--- config.mk ---
export PLATFORM = sky130hd
export DESIGN_NAME = stack_round_ctrl
export DESIGN_NICKNAME = d
export VERILOG_FILES = /design/src/rtl/stack_pkg.sv /design/src/rtl/stack_overlap_calc.sv /design/src/rtl/stack_round_ctrl.sv
export SDC_FILE = /design/constraint.sdc
export NUM_CORES = 1
export LEC_CHECK = 0
export ABC_CLOCK_PERIOD_IN_PS = 6200
export CORE_MARGIN = 2
export CORE_UTILIZATION = 30
export CTS_CLUSTER_SIZE = 16
export DETAILED_ROUTE_END_ITERATION = 7
export PLACE_DENSITY = 0.43
export SLEW_MARGIN = 10
export SYNTH_ARGS = -nofsm -noshare
export SYNTH_HDL_FRONTEND = slang
export SYNTH_SLANG_ARGS = --single-unit
--- constraint.sdc ---
create_clock -name clk -period 6.2 [get_ports clk]
set_clock_uncertainty 0.1 [all_clocks]
set_input_delay 0.93 -clock clk [delete_from_list [all_inputs] [get_ports clk]]
set_output_delay 0.93 -clock clk [all_outputs]
set_load 0.02 [all_outputs]
--- src/rtl/stack_pkg.sv ---
`default_nettype none
// ============================================================================
// Module      : stack_pkg
// Description : Shared types and constants for the block-stacker round
//               sequencer: FSM state encoding, default geometry and the
//               slide-period helper used when SPEED_RAMP_EN is defined.
// Revision    : 1.0 - initial release
// ============================================================================
package stack_pkg;

  localparam int X_W      = 9;
  localparam int SCREEN_W = 160;
  localparam int UNIT     = 8;

  typedef enum logic [2:0] {
    ST_IDLE  = 3'd0,
    ST_MOVE  = 3'd1,
    ST_CHECK = 3'd2,
    ST_DRAW  = 3'd3,
    ST_NEXT  = 3'd4,
    ST_OVER  = 3'd5,
    ST_WIN   = 3'd6
  } state_t;

  // Slide period for a row: shrinks by div/16 per row, floored at div/4.
  function automatic logic [31:0] ramp_period(input logic [3:0] row,
                                              input logic [31:0] div);
    logic [31:0] dec;
    logic [31:0] lo;
    dec = 32'(row) * (div >> 4);
    lo  = div >> 2;
    if ((dec >= div) || ((div - dec) < lo)) return lo;
    return div - dec;
  endfunction

endpackage
`default_nettype wire

--- src/rtl/stack_overlap_calc.sv ---
`default_nettype none
// ============================================================================
// Module      : stack_overlap_calc
// Description : Combinational overlap of the frozen block with the block
//               below. Produces the miss flag, the overlap left pixel and the
//               trimmed size in units.
// Ports       : prev_start_i/prev_end_i - bounds of the block below
//               curr_start_i/curr_end_i - bounds of the frozen block
//               miss_o                  - no horizontal overlap
//               ov_start_o              - overlap left pixel
//               ov_size_o               - overlap width in units
// Revision    : 1.0 - initial release
// ============================================================================
module stack_overlap_calc #(
  parameter int X_W  = 9,
  parameter int UNIT = 8
) (
  input  logic [X_W-1:0] prev_start_i,
  input  logic [X_W-1:0] prev_end_i,
  input  logic [X_W-1:0] curr_start_i,
  input  logic [X_W-1:0] curr_end_i,
  output logic           miss_o,
  output logic [X_W-1:0] ov_start_o,
  output logic [3:0]     ov_size_o
);
  import stack_pkg::*;

  logic [X_W-1:0] w_ov_end;
  logic [X_W:0]   w_width;

  always_comb begin
    miss_o     = (curr_start_i > prev_end_i) || (curr_end_i < prev_start_i);
    ov_start_o = (curr_start_i > prev_start_i) ? curr_start_i : prev_start_i;
    w_ov_end   = (curr_end_i < prev_end_i) ? curr_end_i : prev_end_i;
    // Positions are UNIT-aligned, so the division is exact. Value is
    // meaningless on a miss and is not used then.
    w_width    = {1'b0, w_ov_end} - {1'b0, ov_start_o} + {{X_W{1'b0}}, 1'b1};
    ov_size_o  = 4'(32'(w_width) / 32'(UNIT));
  end

endmodule
`default_nettype wire

--- src/rtl/stack_round_ctrl.sv ---
`default_nettype none
// ============================================================================
// Module      : stack_round_ctrl
// Description : Per-round sequencer for the block stacker. Slides the current
//               block, freezes it on stop, trims it to the overlap with the
//               block below, requests a draw and advances rows. Owns all
//               block geometry, score and win/lose state.
// Config      : SPEED_RAMP_EN - when defined, the slide period shortens with
//               each row; otherwise it is a constant MOVE_DIV.
// Ports       : clk, resetn (async, active low)
//               start_i, stop_pulse_i, draw_done_i   - control inputs
//               curr_start_o/curr_end_o/curr_size_o  - sliding block
//               prev_start_o/prev_end_o              - block below
//               row_idx_o, draw_req_o, score_o, game_over_o, win_o
// Revision    : 1.0 - initial release
// ============================================================================
module stack_round_ctrl #(
  parameter int X_W       = stack_pkg::X_W,
  parameter int SCREEN_W  = stack_pkg::SCREEN_W,
  parameter int UNIT      = stack_pkg::UNIT,
  parameter int INIT_SIZE = 4,
  parameter int ROWS      = 12,
  parameter int MOVE_DIV  = 2_000_000
) (
  input  logic           clk,
  input  logic           resetn,
  input  logic           start_i,
  input  logic           stop_pulse_i,
  input  logic           draw_done_i,
  output logic [X_W-1:0] curr_start_o,
  output logic [X_W-1:0] curr_end_o,
  output logic [3:0]     curr_size_o,
  output logic [X_W-1:0] prev_start_o,
  output logic [X_W-1:0] prev_end_o,
  output logic [3:0]     row_idx_o,
  output logic           draw_req_o,
  output logic [7:0]     score_o,
  output logic           game_over_o,
  output logic           win_o
);
  import stack_pkg::*;

  state_t         state_q;
  logic [X_W-1:0] curr_start_q, prev_start_q, prev_end_q;
  logic [3:0]     size_q, row_q;
  logic [7:0]     score_q;
  logic           draw_req_q, game_over_q, win_q, dir_left_q;
  logic [31:0]    cnt_q, period_q;

  logic [31:0]    w_span;
  logic [X_W-1:0] w_curr_end, w_step_start, w_ov_start;
  logic           w_tick, w_bounce, w_miss;
  logic [3:0]     w_ov_size;
  logic [8:0]     w_score_sum;
  logic [31:0]    w_period_row0, w_period_next;

  // End pixel is always derived; a zero size (reset) reports 0, not -1.
  assign w_span     = 32'(size_q) * 32'(UNIT);
  assign w_curr_end = (size_q == 4'd0) ? '0 :
                      X_W'(32'(curr_start_q) + w_span - 32'd1);

  assign w_tick = (cnt_q == (period_q - 32'd1));
  assign w_bounce = dir_left_q ? (32'(curr_start_q) < 32'(UNIT)) :
                    ((32'(curr_start_q) + 32'(UNIT) + w_span) > 32'(SCREEN_W));
  assign w_step_start = dir_left_q ? (curr_start_q - X_W'(UNIT)) :
                                     (curr_start_q + X_W'(UNIT));
  assign w_score_sum = {1'b0, score_q} + {5'b0, size_q};

`ifdef SPEED_RAMP_EN
  assign w_period_row0 = ramp_period(4'd0, 32'(MOVE_DIV));
  assign w_period_next = ramp_period(row_q + 4'd1, 32'(MOVE_DIV));
`else
  assign w_period_row0 = 32'(MOVE_DIV);
  assign w_period_next = 32'(MOVE_DIV);
`endif

  stack_overlap_calc #(.X_W(X_W), .UNIT(UNIT)) u_overlap (
    .prev_start_i (prev_start_q),
    .prev_end_i   (prev_end_q),
    .curr_start_i (curr_start_q),
    .curr_end_i   (w_curr_end),
    .miss_o       (w_miss),
    .ov_start_o   (w_ov_start),
    .ov_size_o    (w_ov_size)
  );

  always_ff @(posedge clk or negedge resetn) begin
    if (!resetn) begin
      state_q      <= ST_IDLE;
      curr_start_q <= '0;
      prev_start_q <= '0;
      prev_end_q   <= '0;
      size_q       <= '0;
      row_q        <= '0;
      score_q      <= '0;
      draw_req_q   <= 1'b0;
      game_over_q  <= 1'b0;
      win_q        <= 1'b0;
      dir_left_q   <= 1'b0;
      cnt_q        <= '0;
      period_q     <= '0;
    end else begin
      case (state_q)
        ST_IDLE, ST_OVER, ST_WIN: begin
          if (start_i) begin
            prev_start_q <= '0;
            prev_end_q   <= X_W'(SCREEN_W - 1);
            curr_start_q <= '0;
            size_q       <= 4'(INIT_SIZE);
            row_q        <= '0;
            score_q      <= '0;
            dir_left_q   <= 1'b0;
            game_over_q  <= 1'b0;
            win_q        <= 1'b0;
            cnt_q        <= '0;
            period_q     <= w_period_row0;
            state_q      <= ST_MOVE;
          end
        end
        ST_MOVE: begin
          // Stop has priority: a coincident tick is discarded.
          if (stop_pulse_i) begin
            state_q <= ST_CHECK;
          end else if (w_tick) begin
            cnt_q <= '0;
            if (w_bounce) dir_left_q   <= ~dir_left_q;
            else          curr_start_q <= w_step_start;
          end else begin
            cnt_q <= cnt_q + 32'd1;
          end
        end
        ST_CHECK: begin
          if (w_miss) begin
            game_over_q <= 1'b1;
            state_q     <= ST_OVER;
          end else begin
            curr_start_q <= w_ov_start;
            size_q       <= w_ov_size;
            draw_req_q   <= 1'b1;
            state_q      <= ST_DRAW;
          end
        end
        ST_DRAW: begin
          if (draw_done_i) begin
            draw_req_q <= 1'b0;
            state_q    <= ST_NEXT;
          end
        end
        ST_NEXT: begin
          score_q <= w_score_sum[8] ? 8'hFF : w_score_sum[7:0];
          if (row_q == 4'(ROWS - 1)) begin
            win_q   <= 1'b1;
            state_q <= ST_WIN;
          end else begin
            row_q        <= row_q + 4'd1;
            prev_start_q <= curr_start_q;
            prev_end_q   <= w_curr_end;
            curr_start_q <= '0;
            dir_left_q   <= 1'b0;
            cnt_q        <= '0;
            period_q     <= w_period_next;
            state_q      <= ST_MOVE;
          end
        end
        default: state_q <= ST_IDLE;
      endcase
    end
  end

  assign curr_start_o = curr_start_q;
  assign curr_end_o   = w_curr_end;
  assign curr_size_o  = size_q;
  assign prev_start_o = prev_start_q;
  assign prev_end_o   = prev_end_q;
  assign row_idx_o    = row_q;
  assign draw_req_o   = draw_req_q;
  assign score_o      = score_q;
  assign game_over_o  = game_over_q;
  assign win_o        = win_q;

endmodule
`default_nettype wire
==> metrics.txt, run 1 <==
chip height=~150 um; Via-to-Cell Ratio=5.159; CP Launch Type=flip-flop; FP Rows=52; maximum buffer depth of the clock tree=2; die area=between 20000 and 25000 um^2; Overall Power=4.952 mW; RR Startpoint=curr_start_o[5]; clock sink count=83; WHS Path Cells=1; HP Start=cnt_q[6]; CTS Root Cell=clkbuf_16; CTS Buf Count=9; Worst-Margin Slew=1061 ps; Cell Int Power=2.490 mW; routing usage on met3=~3.3%; Final Max Slew Viols=0; Non-Filler Instances=between 1000 and 1500; vias in the first global route=between 5000 and 6000; 1st-iter DRT viols=roughly 250; Area growth syn-to-layout=20.98%; Comb power frac=between 70% and 80%; detailed placement HPWL=about 14 mm; largest net degree at the start of global routing=56; Async SR Flop Fraction=between 90% and 100%; Multi-input gate area=about 3800 um^2; post-CTS setup repair buffer count=0; Critical-path top delay cell=o21ai_1; crit path max fanout=10; RSZ-0062 raised after global routing=no; chip width=between 100 and 150 um; hold path endpoint=cnt_q[6]; worst path cell trace=inv_1 -> ha_1 -> inv_1 -> ha_1 -> a21o_1 -> a31oi_1 -> o21bai_1 -> a21oi_1 -> xnor2_1 -> nor2_1 -> ha_1 -> nand4_1 -> o21ai_1 -> mux2_2 -> ha_1 -> ha_1 -> inv_1 -> a2111o_1 -> o21bai_1 -> a21oi_1 -> xor2_1 -> mux2i_1; Synth Area per Inst=about 8.7 um^2; syn nets=~790; critical path capture point type=flip-flop; CTS tree=yes; hold buffer count at CTS=0; first-pass GRT wire length=about 31 mm; Congestion Overflow GR=0; R2R cell count=22; Worst Setup SP=curr_start_o[5]; Fin Setup TNS=0 ps; Post-Route Utilization=a little under two fifths; achievable clock frequency=179.4 MHz; P per Cell Area=between 600 and 700 nW/um^2; EDFF count, synth=0; Lkg Pwr=between 3 and 4 nW; GRT Total Usage=a little under a fifth; Reg clk slew, reported paths=around 70 ps; Crit path required time=6320 ps; P_sw=between 2 and 2.5 mW; # diodes=0; post-synthesis sequential area ratio=33.75%; via count=~5400; most common cell after layout, fill and taps aside=dfrtp_1; DRT antenna net count=0; Final period util=approximately nine tenths; CP max stage delay=~580 ps; initial antenna violation count=0; Core ar.=between 20000 and 25000 um^2; Resized cells post-CTS=0; synthesized area=6155 um^2; share of layout cells above drive strength 1=around 6.5%; Routability Congestion=about 0.84; Syn. warnings=0; Filler cells=about 2100; Hold WC Path Type=flip-flop to flip-flop; DP Cell Count=approximately 1000; share of power burned in registers=roughly 15%; r2r setup slk=~630 ps; DRT Pass-1 Iters=5; crit path kind=flip-flop to flip-flop; CP most frequent cell=ha_1; clock latency on the worst-skew pair=350 ps; GR peak layer=met2; most frequent cells in the layout=dfrtp_1 (83), nor2_1 (82), ha_1 (73); DR DRC count=0; clock share of power=13.2%; Crit path arrival time=between 5000 and 6000 ps; sw frac=49.71%; max cap viols=0; worst reg2reg endpoint=curr_size_o[1]; met1 usage=26.16%; relative max-transition margin=between 20 and 30%; CTS HTree Levels=3; Port Buffers=between 50 and 60; WP buf/inv=3; register area=~2100 um^2; WL/cell=roughly 18 um; Top delay family on crit path=compound AO/OA/AOI/OAI gates; Max VDD drop=0.0004023 V; post-route minimum period=between 5000 and 6000 ps; NumNets Final=851; met2 Track Usage GR=between 20% and 30%; Fin. Hold Viols=0; setup violators final=0; initial core utilization=between 30% and 40%; Yosys cell types=slightly below 60; Post-Synthesis Cells=between 700 and 800; num ports=60; total length of routed wires=~19 mm; status=completed; post-synthesis register bit count=a little over 80; ys flop type=dfrtp_1
## stage by stage
step                      setup WS (ps)  cell area [um^2]  hold WS [ps]
after global routing              110.5              7446         399.6
after detailed placement          669.6              7098         375.6
final                             625.2              7446         383.3
after global placement            851.3              7098         379.2
after CTS                         641.2              7446         389.9
after floorplan                   928.9              6155         344.8
## worst max path at each step
stage	to	slack (ps)	cells past startpoint
after floorplan	curr_size_o[1]	930	22
after global placement	curr_size_o[3]	850	22
after detailed placement	curr_size_o[1]	670	23
after CTS	curr_size_o[1]	640	23
after global routing	curr_size_o[3]	110	23
final	curr_size_o[1]	630	22
## per-layer routing
layer	up-vias	routed length (um)	part of all wire [%]
li1	2637	-	-
met1	2614	9371	50
met2	115	8208	44
met3	25	740	3.9
met4	0	472	2.5
met5	-	0	0
## cell families after synthesis
| family | synth area share, % |
|---|---|
| DFF | 33.75 |
| buffers and inverters | 4.757 |
| and+or+nand+nor | 19.48 |
| adders and majority gates | 16.00 |
| AOI/OAI and AO/OA | 19.17 |
| muxes | 1.728 |
| xor gates and xnor gates | 5.123 |
## synthesized netlist by cell type (3+ instances only)
cell | n | share of area [%]
a211oi_1 | 5 | 0.61
a21o_1 | 9 | 1.1
a21oi_1 | 51 | 4.1
a31oi_1 | 5 | 0.51
and2_1 | 3 | 0.30
and3_1 | 8 | 0.81
and4_1 | 5 | 0.71
clkbuf_1 | 23 | 1.4
dfrtp_1 | 83 | 34
fa_1 | 3 | 0.98
ha_1 | 73 | 15
inv_1 | 55 | 3.4
mux2_2 | 5 | 0.91
mux2i_1 | 5 | 0.81
nand2_1 | 48 | 2.9
nand2b_1 | 12 | 1.2
nand3_1 | 23 | 1.9
nand4_1 | 12 | 1.2
nand4b_1 | 3 | 0.43
nor2_1 | 82 | 5.0
nor2b_1 | 10 | 1.0
nor3_1 | 11 | 0.89
nor4_1 | 6 | 0.61
o211ai_1 | 4 | 0.49
o21a_1 | 4 | 0.49
o21ai_0 | 50 | 4.1
o21ai_1 | 4 | 0.33
o21bai_1 | 4 | 0.49
o22a_1 | 6 | 0.85
o22ai_1 | 15 | 1.5
o31ai_1 | 7 | 0.85
o41ai_1 | 3 | 0.43
or2_2 | 3 | 0.30
or3_1 | 3 | 0.30
or4_1 | 3 | 0.37
xnor2_1 | 22 | 3.1
xor2_1 | 14 | 2.0
## registers in the layout, indices dropped and copies added, names as in the netlist
signal,cells
curr_size_o,4
prev_end_o,9
period_q,1
cnt_q,32
dir_left_q,1
curr_start_o,9
game_over_o,1
state_q,3
draw_req_o,1
score_o,8
row_idx_o,4
prev_start_o,9
win_o,1
## power by group through the flow
stage          Combinational (mW)  Sequential, mW  Clock [mW]
2_1_floorplan                2.38           0.816           0
3_3_place_gp                 3.45           0.766           0
3_5_place_dp                 3.50           0.764           0
4_1_cts                      3.53           0.754       0.672
5_1_grt                      3.96           0.772       0.696
6_report                     3.54           0.756       0.653
## cell type report
| class | instances | share of cell area [%] |
|---|---|---|
| multi-input cells | 549 | 50.92 |
| flip-flops and latches | 83 | 27.89 |
| repair buffers | 72 | 9.209 |
| well taps | 270 | 4.537 |
| clock buffers | 9 | 3.025 |
| inverters | 55 | 2.773 |
| clock inverters | 7 | 1.647 |
Power figures use the tool's default switching activity.
==> run 2: changes to the inputs <==
Settings changed: CAP_MARGIN set to 20.
==> run 2 against run 1 <==
Net effect: utilization about the same; register-to-register slack about the same; highest routed layer unchanged; sequential power about the same; critical path depth unchanged; critical path type unchanged.
==> metrics.txt, run 2 (same netlist as run 1, synthesis figures left out) <==
most common cell after layout, fill and taps aside=dfrtp_1; total length of routed wires=18.78 mm (about the same); Port Buffers=59 (unchanged); Area growth syn-to-layout=21.10%; CTS HTree Levels=3 (unchanged); Crit path arrival time=5700 ps (about the same); initial antenna violation count=0 (unchanged); DR DRC count=0 (unchanged); Top reg by flops=cnt_q; Worst Setup SP=curr_start_o[5]; worst path cell trace=inv_1 -> ha_1 -> inv_1 -> ha_1 -> a21o_1 -> a31oi_1 -> o21bai_1 -> a21oi_1 -> xnor2_1 -> nor2_1 -> ha_1 -> nand4_1 -> o21ai_1 -> mux2_2 -> ha_1 -> ha_1 -> inv_1 -> a2111o_1 -> o21bai_1 -> a21oi_1 -> xor2_1 -> mux2i_1; clock latency on the worst-skew pair=350 ps (about the same); share of layout cells above drive strength 1=6.572% (+0.12 points); r2r setup slk=620 ps (about the same); Critical-path top delay cell=o21ai_1; largest net degree at the start of global routing=56 (unchanged); CP max stage delay=580 ps (about the same); Top delay family on crit path=compound AO/OA/AOI/OAI gates; Final period util=89.94% (about the same); Hold WC Path Type=flip-flop to flip-flop; DRT antenna net count=0 (unchanged); Via-to-Cell Ratio=5.155 (about the same); chip width=147.2 um (unchanged); GR peak layer=met2; met2 Track Usage GR=27.29% (unchanged); crit path kind=flip-flop to flip-flop; Hold WS=387.5 ps (+4.148 ps); Final Max Slew Viols=0 (unchanged); chip height=147.2 um (unchanged); CTS Buf Count=9 (unchanged); relative max-transition margin=37.14% (+7.9 points); RR Startpoint=curr_start_o[5]; Resized cells post-CTS=0 (unchanged); hold buffer count at CTS=0 (unchanged); Overall Power=4.957 mW (about the same); # diodes=0 (unchanged); routing usage on met3=3.261% (unchanged); clock sink count=83 (unchanged); setup violators final=0 (unchanged); Worst-Margin Slew=939.4 ps (-121.8 ps); status=completed; NumNets Final=852 (+0.12%); CP most frequent cell=ha_1; num ports=60 (unchanged); post-route minimum period=5576 ps (+1.465 ps); via count=5392 (+0.019%); Core ar.=20170 um^2 (unchanged); FP Rows=52 (unchanged); vias in the first global route=5427 (unchanged); Post-Route Utilization=36.95% (+0.037 points); HP Start=cnt_q[6]; Congestion Overflow GR=0 (unchanged); CTS Root Cell=clkbuf_16; Crit path required time=6320 ps (about the same); CTS tree=yes; GRT Total Usage=18.10% (unchanged); most frequent cells in the layout=dfrtp_1 (83), nor2_1 (82), ha_1 (73); WP buf/inv=3 (unchanged); P per Cell Area=665.1 nW/um^2 (about the same); detailed placement HPWL=14.21 mm (unchanged); CP Launch Type=flip-flop; crit path max fanout=10 (unchanged); met1 usage=26.16% (unchanged); max cap viols=0 (unchanged); first-pass GRT wire length=30.70 mm (unchanged); Lkg Pwr=3.244 nW (+0.14%); die area=21680 um^2 (unchanged); maximum buffer depth of the clock tree=2 (unchanged); DRT Pass-1 Iters=4 (-1); achievable clock frequency=179.3 MHz (about the same); post-CTS setup repair buffer count=0 (unchanged); Routability Congestion=0.8433 (unchanged); Fin. Hold Viols=0 (unchanged); 1st-iter DRT viols=247 (-2.0%); Max VDD drop=0.0004019 V (about the same); Reg clk slew, reported paths=70 ps (about the same); WL/cell=17.95 um (-0.16%); Fin Setup TNS=0 ps (unchanged); Largest register FFs=32 (unchanged); initial core utilization=30.51% (unchanged); critical path capture point type=flip-flop; RSZ-0062 raised after global routing=no
run 2: worst paths after layout:
path | end | cells past startpoint
max | curr_size_o[1] | 22
min | cnt_q[6] | 1
max reg2reg | curr_size_o[1] | 22
min reg2reg | cnt_q[6] | 1
max in group asynchronous | cnt_q[2] | 2
min in group asynchronous | curr_start_o[4] | 1
run 2: stage by stage:
stage	setup slack, ps	instances	cell area (um^2)
after detailed placement	669.6	1029	7098
final	623.7	1046	7453
after global placement	851.3	1029	7098
after floorplan	928.9	710	6155
after global routing	110.5	1046	7453
after CTS	641.2	1045	7446
run 2: final cells by class:
type                    instances  area, um^2
inverters                      55       206.4
clock buffers                   9       225.2
flip-flops and latches         83        2077
multi-input cells             549        3791
well taps                     270       337.8
fillers                      2114       12720
clock inverters                 7       122.6
repair buffers                 73       693.2
run 2: routing by layer:
layer	routed length [um]	share of wire (%)	vias up
met5	0	0	-
met2	8198	44	110
li1	-	-	2648
met4	470	2.5	0
met3	678	3.6	25
met1	9433	50	2609
run 2: power by group:
part,internal [mW],switching [mW],leakage [nW]
sequential,0.633,0.123,1.09
clock,0.398,0.255,0.168
combinational,1.46,2.08,1.98
total,2.50,2.46,3.24
==> run 3: changes to the inputs <==
Settings changed: CAP_MARGIN 20 to unset, CORE_ASPECT_RATIO set to 1.2.
==> run 3 against run 2 <==
Net effect: flip-flop and latch count unchanged; critical endpoint unchanged; critical path type unchanged; via count down 0.83%; highest routed layer unchanged; cell area fell by 1.0%.
==> metrics.txt, run 3 (same netlist as run 1, synthesis figures left out) <==
crit path max fanout=9 (-1); most common cell after layout, fill and taps aside=dfrtp_1; Final period util=90.12% (+0.18 points); CP Launch Type=flip-flop; critical path capture point type=flip-flop; NumNets Final=847 (-0.59%); detailed placement HPWL=13.70 mm (-3.6%); DR DRC count=0 (unchanged); hold buffer count at CTS=0 (unchanged); Fin. Hold Viols=0 (unchanged); total length of routed wires=18.20 mm (-3.1%); via count=5347 (-0.83%); share of layout cells above drive strength 1=5.714% (-0.86 points); crit path kind=flip-flop to flip-flop; CTS Root Cell=clkbuf_16; DRT antenna net count=0 (unchanged); CP most frequent cell=ha_1; Via-to-Cell Ratio=5.166 (+0.22%); largest net degree at the start of global routing=52 (-7.1%); setup violators final=0 (unchanged); FP Rows=57 (+9.6%); Fin Setup TNS=0 ps (unchanged); clock sink count=83 (unchanged); first-pass GRT wire length=29.00 mm (-5.5%); initial antenna violation count=0 (unchanged); max cap viols=0 (unchanged); post-CTS setup repair buffer count=0 (unchanged); Core ar.=20180 um^2 (about the same); clock latency on the worst-skew pair=350 ps (about the same); CTS Buf Count=9 (unchanged); Largest register FFs=32 (unchanged); Max VDD drop=0.0003932 V (-2.2%); Resized cells post-CTS=0 (unchanged); # diodes=0 (unchanged); Congestion Overflow GR=0 (unchanged); initial core utilization=30.49% (about the same); Design Area, Final=7376 um^2 (-1.0%); relative max-transition margin=34.99% (-2.2 points); vias in the first global route=5249 (-3.3%); Placed Area=7062 um^2 (-0.51%); WL/cell=17.58 um (-2.1%); achievable clock frequency=179.0 MHz (-0.20%); Lkg Pwr=3.208 nW (-1.1%); Crit path arrival time=5690 ps (about the same); CP max stage delay=580 ps (about the same); Worst-Margin Slew=975.1 ps (+35.76 ps); die area=21680 um^2 (about the same); CTS HTree Levels=3 (unchanged); Port Buffers=59 (unchanged); DRT Pass-1 Iters=5 (+1); chip height=160.9 um (+9.3%); Area growth syn-to-layout=19.84%; P per Cell Area=655.8 nW/um^2 (-1.4%); Routability Congestion=0.8589 (+1.8%); CTS tree=yes; 1st-iter DRT viols=304 (+23%); Critical-path top delay cell=o21ai_1; most frequent cells in the layout=dfrtp_1 (83), nor2_1 (82), ha_1 (73); num ports=60 (unchanged); Hold WS=393.3 ps (+5.803 ps); Final Max Slew Viols=0 (unchanged); maximum buffer depth of the clock tree=2 (unchanged); Hold WC Path Type=flip-flop to flip-flop; worst path cell trace=inv_1 -> ha_1 -> inv_1 -> ha_1 -> a21oi_1 -> nand2_1 -> a31oi_1 -> o21bai_1 -> a21oi_1 -> xnor2_1 -> nor2_1 -> ha_1 -> nand4_1 -> o21ai_1 -> mux2_2 -> ha_1 -> ha_1 -> inv_1 -> a2111o_1 -> o21bai_1 -> a21oi_1 -> xor2_1 -> mux2i_1; GRT Total Usage=17.25% (-0.86 points); post-route minimum period=5588 ps (+11.25 ps); Crit path required time=6310 ps (about the same); Top reg by flops=cnt_q; status=completed; Filler cells=2075 (-1.8%); chip width=134.8 um (-8.5%); Reg clk slew, reported paths=70 ps (about the same); RSZ-0062 raised after global routing=no
## run 3: changes by cell type in the layout (fill, tap and decap cells not counted)
cell	delta
inv_6	-1
inv_8	-1
clkbuf_1	+1
buf_4	-5
bufinv_16	-2
clkbuf_8	+4
clkinv_2	-1
clkinvlp_4	-1
## run 3: routing by layer
metal	GRT usage [%]	share of wire, %	routed length, um	up-vias
met5	0	0	0	-
met2	29.90	50	9183	101
met3	3.220	3.3	601	25
met1	21.52	44	8037	2580
li1	-	-	-	2641
met4	5.455	2.1	378	0
## run 3: path summary, 6_finish.rpt
path	start	endpoint	slack, ps	cells past startpoint
hold reg to reg	cnt_q[6]	cnt_q[6]	390	1
min in group asynchronous	resetn	score_o[1]	430	1
setup / recovery	curr_start_o[3]	curr_size_o[1]	610	23
setup reg to reg	curr_start_o[3]	curr_size_o[1]	610	23
max in group asynchronous	resetn	curr_start_o[5]	4470	2
hold / removal	cnt_q[6]	cnt_q[6]	390	1
## run 3: metrics by stage
stage	total power [mW]	util [%]	std cells	setup slack (ps)
finish	4.837	36.54	1035	612.4
global placement	4.240	34.99	1020	819.6
detailed placement	4.268	34.99	1020	639.7
floorplan	3.195	-	710	928.9
CTS	4.889	36.54	1035	612.1
global route	5.249	36.54	1035	255.1
## run 3: area by class of cell
| type | instances | area (um^2) | share of cell area (%) |
|---|---|---|---|
| Clock buffer | 14 | 284.0 | 3.851 |
| Clock inverter | 1 | 30.03 | 0.4071 |
| Inverter | 55 | 206.4 | 2.799 |
| Multi-Input combinational cell | 549 | 3791 | 51.40 |
| Sequential cell | 83 | 2077 | 28.16 |
| Tap cell | 265 | 331.6 | 4.495 |
| Timing Repair Buffer | 68 | 655.6 | 8.889 |
## run 3: critical path, delay by kind of cell, from the launching register on
family	cells	cell delay (ps)
flip-flops	1	480
buffers and inverters	3	270
XOR/XNOR	2	280
AND/OR/NAND/NOR	3	320
multiplexers	2	530
AO/OA/AOI/OAI	8	1900
adder cells (fa/ha/maj)	5	1550
## run 3: report_power, final
| part | leakage [nW] | internal, mW | switching, mW |
|---|---|---|---|
| registers | 1.09 | 0.633 | 0.141 |
| logic | 1.96 | 1.45 | 2.03 |
| clock network | 0.155 | 0.355 | 0.230 |
| total | 3.21 | 2.44 | 2.40 |
